### config.mk
export PLATFORM = sky130hd
export DESIGN_NAME = mem_sequencer
export DESIGN_NICKNAME = d
export VERILOG_FILES = /design/src/rtl/mem_sequencer.sv
export SDC_FILE = /design/constraint.sdc
export NUM_CORES = 1
export LEC_CHECK = 0
export BUFFER_PORTS_ARGS = -buffer_cell sky130_fd_sc_hd__buf_2
export CAP_MARGIN = 5
export CORE_AREA = 4 4 105 107
export CTS_CLUSTER_SIZE = 8
export DETAILED_ROUTE_END_ITERATION = 8
export DIE_AREA = 0 0 109 111
export GPL_TIMING_DRIVEN = 0
export HOLD_SLACK_MARGIN = 0.1
export PLACE_DENSITY = 0.76
export SYNTH_ARGS = -nofsm -noshare
export SYNTH_HDL_FRONTEND = slang
export SYNTH_SLANG_ARGS = --single-unit
### constraint.sdc
create_clock -name clk -period 1.9 [get_ports clk]
set_input_delay 0.095 -clock clk [delete_from_list [all_inputs] [get_ports clk]]
set_output_delay 0.095 -clock clk [all_outputs]
set_load 0.01 [all_outputs]
### src/rtl/mem_sequencer.sv
// Sequencer that shares one memory bus between instruction fetch and data access.
// It walks fetch, decode, optional data access and commit, and has a sticky bus-timeout trap.
module mem_sequencer #(
  parameter int unsigned TimeoutCycles = 255,
  parameter logic [31:0] NopInstr      = 32'h0000_0013
) (
  input  logic        clk,
  input  logic        reset,
  input  logic [31:0] pc,
  input  logic        d_req,
  input  logic [31:0] d_addr,
  input  logic [31:0] d_wdata,
  input  logic [3:0]  d_wstrb,
  output logic [31:0] instr,
  output logic [31:0] d_rdata,
  output logic        core_en,
  output logic        bus_err,
  output logic        mem_valid,
  output logic [31:0] mem_addr,
  output logic [31:0] mem_wdata,
  output logic [3:0]  mem_wstrb,
  input  logic        mem_ready,
  input  logic [31:0] mem_rdata,
  output logic [2:0]  dbg_state
);

  typedef enum logic [2:0] {
    IDLE   = 3'd0,
    FETCH  = 3'd1,
    DECODE = 3'd2,
    DATA   = 3'd3,
    COMMIT = 3'd4,
    ERROR  = 3'd5
  } state_t;

  localparam logic [7:0] TimeoutLimit = 8'(TimeoutCycles);

  state_t     state, state_next;
  logic [7:0] wait_cnt;
  logic       xfer_done;
  logic       timeout;

  // Handshake: a transfer completes on a rising edge where mem_valid and
  // mem_ready are both 1. mem_valid/addr/wdata/wstrb are decoded from the state
  // and the core's inputs, which the core holds for the whole instruction, so
  // they stay stable until completion; mem_ready is ignored while mem_valid=0.
  always_comb begin
    mem_valid  = (state == FETCH) || (state == DATA);
    mem_addr   = 32'd0;
    mem_wdata  = 32'd0;
    mem_wstrb  = 4'd0;
    core_en    = 1'b0;
    state_next = state;
    xfer_done  = mem_valid && mem_ready;
    timeout    = mem_valid && !mem_ready && (wait_cnt == TimeoutLimit);
    case (state)
      IDLE: state_next = FETCH;
      FETCH: begin
        mem_addr = pc;
        if (xfer_done)    state_next = DECODE;
        else if (timeout) state_next = ERROR;
      end
      DECODE: begin
        if (d_req) begin
          state_next = DATA;
        end else begin
          core_en    = 1'b1;
          state_next = FETCH;
        end
      end
      DATA: begin
        mem_addr  = d_addr;
        mem_wdata = d_wdata;
        mem_wstrb = d_wstrb;
        if (xfer_done)    state_next = COMMIT;
        else if (timeout) state_next = ERROR;
      end
      COMMIT: begin
        core_en    = 1'b1;
        state_next = FETCH;
      end
      ERROR:   state_next = ERROR;
      default: state_next = IDLE;
    endcase
  end

  always_ff @(posedge clk or negedge reset) begin
    if (!reset) begin
      state    <= IDLE;
      instr    <= NopInstr;
      d_rdata  <= 32'd0;
      wait_cnt <= 8'd0;
      bus_err  <= 1'b0;
    end else begin
      state <= state_next;
      // Counter is zero whenever no transfer is outstanding, so every new transfer starts fresh.
      if (!mem_valid || xfer_done) wait_cnt <= 8'd0;
      else if (!timeout)           wait_cnt <= wait_cnt + 8'd1;
      if (state == FETCH && xfer_done) instr <= mem_rdata;
      if (state == DATA && xfer_done && d_wstrb == 4'd0) d_rdata <= mem_rdata;
      if (timeout) bus_err <= 1'b1;
    end
  end

  assign dbg_state = state;

endmodule
==> impl_metrics.json <==
{
  "status": "completed",
  "fin_nets": 782,
  "track_usage": 0.224,
  "root_buffer": "clkbuf_8",
  "hold_path_class": "in2reg",
  "final-max-slew-violation-count": 0,
  "cts_tree": "built",
  "synth_nets": 460,
  "r2r_start": "dbg_state[2]$_DFF_PN0_",
  "synth-simple-area-share": 0.142,
  "ys_types": 37,
  "routed_via_density": 4.83,
  "min_period_ps": 1790,
  "initial_core_util": 0.385,
  "rsz0062_at_grt": "no",
  "final.period_utilization": 0.942,
  "drc_errors": 0,
  "grt_pass1_vias": 3960,
  "syn_area_per_cell_um2": 12.1,
  "core_mm2": 0.0101,
  "synth_mux_area_frac": 0.301,
  "maxCapViolCount": 0,
  "postRouteAntennaNets": 0,
  "synthCells": 323,
  "io_pins": 274,
  "clkSlewWorstSetupHoldPaths_ps": 80,
  "p_leak_nw": 3.29,
  "fin_ws_ps": 110,
  "antenna_found_initial": 1,
  "drt-initial-drc-count": 200,
  "synth_fa_ha_area_frac": 0.00321,
  "r2r_setup_slack_ps": 140,
  "async_reset_ff_frac": 1.00,
  "fp.dieH_um": 111,
  "rows": 37,
  "setup_viol": 0,
  "synth_flop_cell": "dfrtp_1",
  "grt_max_degree": 73,
  "vias": 3798,
  "synth_xor_area_frac": 0,
  "synth_top_family_by_area": "multiplexers",
  "cts_buffer_depth": 2,
  "synth_edf_count": 0,
  "cts-buffers-inserted": 9,
  "tightest_slew_ps": 727,
  "ys_seq_area_frac": 0.488,
  "critPathKind": "reg2out",
  "grt_overflow_total": 0,
  "gp_congestion": 0.930,
  "finalInstanceArea_mm2": 0.00613,
  "start_kind": "flop",
  "cp_max_fo": 10,
  "critical_path.reg2reg.endpoint": "d_rdata[5]$_DFFE_PN0P_",
  "hold_viol": 0,
  "cp-endpoint": "mem_wdata[24]",
  "grt_pass1_wl_um": 21100,
  "syn-cell-area_mm2": 0.00390,
  "synth_warnings": 0,
  "clock.fmax_ghz": 0.559,
  "cts.sinks": 76,
  "detail_route.wl_per_cell_um": 17.7,
  "die_w_um": 109,
  "finalWirelength_um": 13900,
  "irDropWorstVdd_uv": 621,
  "relSlewSlack": 0.514,
  "end_kind": "output pin",
  "startpoint": "dbg_state[2]$_DFF_PN0_",
  "ys_ff_latch": 76,
  "r2r_cells": 6,
  "hpwl_um": 10400,
  "ctsHtreeMaxLevel": 3,
  "syn_to_final_growth_pct": 57.0,
  "dr.pass1.iters": 4,
  "drive_above_1_share": 0.585,
  "skew_ps": 10.1,
  "synth-compound-area-share": 0.0276,
  "critPathRequiredTime_ps": 1800,
  "die_area_mm2": 0.0121,
  "powerDensity_mw_per_mm2": 1310,
  "place_ws_ps": 53.8,
  "critPathArrivalTime_ps": 1700,
  "dpl_cell_area_mm2": 0.00547,
  "port_buffers": 273,
  "worstSkewPairLatency_ps": 350
}
## critical path: stages, from the launching register on
cell	delay [ps]
dfrtp_1	380
buf_4	170
and3b_2	270
buf_8	120
clkbuf_8	150
and2_1	120
buf_2	130
## synth_stat cells (2+ instances only)
master / instances / share of area
buf_6: 4 / 0.012
dfstp_2: 3 / 0.020
mux2_4: 30 / 0.12
nor3_1: 4 / 0.0051
buf_2: 4 / 0.0051
clkbuf_1: 9 / 0.0087
nor4_1: 2 / 0.0032
buf_4: 4 / 0.0077
mux2_1: 2 / 0.0058
nor2_1: 36 / 0.035
a211oi_1: 2 / 0.0038
mux2i_1: 34 / 0.087
mux2_2: 32 / 0.092
nand2b_1: 3 / 0.0048
and2_1: 36 / 0.058
nand3_1: 4 / 0.0051
and3_1: 5 / 0.0080
o21a_1: 2 / 0.0038
nor3b_1: 2 / 0.0038
inv_1: 5 / 0.0048
dfrtp_1: 73 / 0.47
nand2_1: 6 / 0.0058
a21oi_1: 5 / 0.0064
o21ai_0: 3 / 0.0038
## sequential cells by signal (all words and copies together) (netlist names)
name,count
bus_err,1
d_rdata,32
dbg_state,3
instr,32
wait_cnt,8
## kinds of logic after synthesis
group | after synthesis
AO/OA/AOI/OAI | 17
adder cells (fa/ha/maj) | 1
buffers and inverters | 26
flip-flops | 76
multiplexers | 98
AND/OR/NAND/NOR | 105
## metal layers
| layer | global-route usage | routed length [um] | vias to the layer above | part of all wire |
|---|---|---|---|---|
| li1 | - | - | 1760 | - |
| met1 | 0.246 | 5140 | 1799 | 0.37 |
| met2 | 0.380 | 6930 | 198 | 0.50 |
| met3 | 0.0786 | 1330 | 41 | 0.096 |
| met4 | 0.103 | 505 | 0 | 0.036 |
| met5 | 0 | 0 | - | 0 |
## placed cells by master, fill, tap and decap left out, types with 6 or more instances in the layout
cell type	netlist	final
buf_2	4	275
dfrtp_1	73	72
nor2_1	36	36
and2_1	36	36
dlygate4sd3_1	0	35
mux2i_1	34	34
mux2_2	32	32
mux2_4	30	30
clkbuf_8	0	11
buf_4	4	8
buf_6	4	7
nand2_1	6	6
## through the flow
stage | power (mW) | hold WS (ps) | util | setup TNS, ps | instances
detailed placement | 6.51 | -90.6 | 0.539 | 0 | 733
global route | 8.59 | 154 | 0.604 | 0 | 787
global placement | 6.39 | 331 | 0.536 | 0 | 732
finish | 8.05 | 155 | 0.604 | 0 | 787
floorplan | 4.84 | -201 | - | 0 | 323
CTS | 7.94 | 124 | 0.598 | -1.23 | 784
## final cells by class
cell class | count | area (um2)
Clock buffer | 10 | 138
Buffer | 20 | 179
Clock inverter | 6 | 70.1
Fill cell | 819 | 4010
Multi-Input combinational cell | 221 | 1860
Inverter | 5 | 18.8
Timing Repair Buffer | 312 | 1790
Tap cell | 136 | 170
Antenna cell | 1 | 2.50
Sequential cell | 76 | 1910
## what timing repair did
action / 4_1_cts / 5_1_grt
cloned: 0 / 1
gates resized for setup: 15 / 14
endpoints found under the hold margin: 141 / 0
buffers inserted: 0 / 2
hold buffers: 35 / 0
setup endpoints to repair: 64 / 66
## report_power, final
group          internal (mW)  switching (mW)
Clock                  0.651           0.627
Combinational           2.09            2.05
Sequential              2.25           0.373
Total                   4.99            3.06
## worst min path at each step
stage	startpoint	to	slack, ps	cells past startpoint
floorplan	reset	bus_err$_DFFE_PN0P_	-200	0
global placement	mem_rdata[30]	instr[30]$_DFFE_PN0P_	330	2
detailed placement	reset	instr[7]$_DFFE_PN0P_	-90	1
CTS	d_req	dbg_state[1]$_DFF_PN0_	120	4
global route	d_req	dbg_state[1]$_DFF_PN0_	150	4
finish	d_req	dbg_state[1]$_DFF_PN0_	160	4
(Power assumes the default switching activity.)
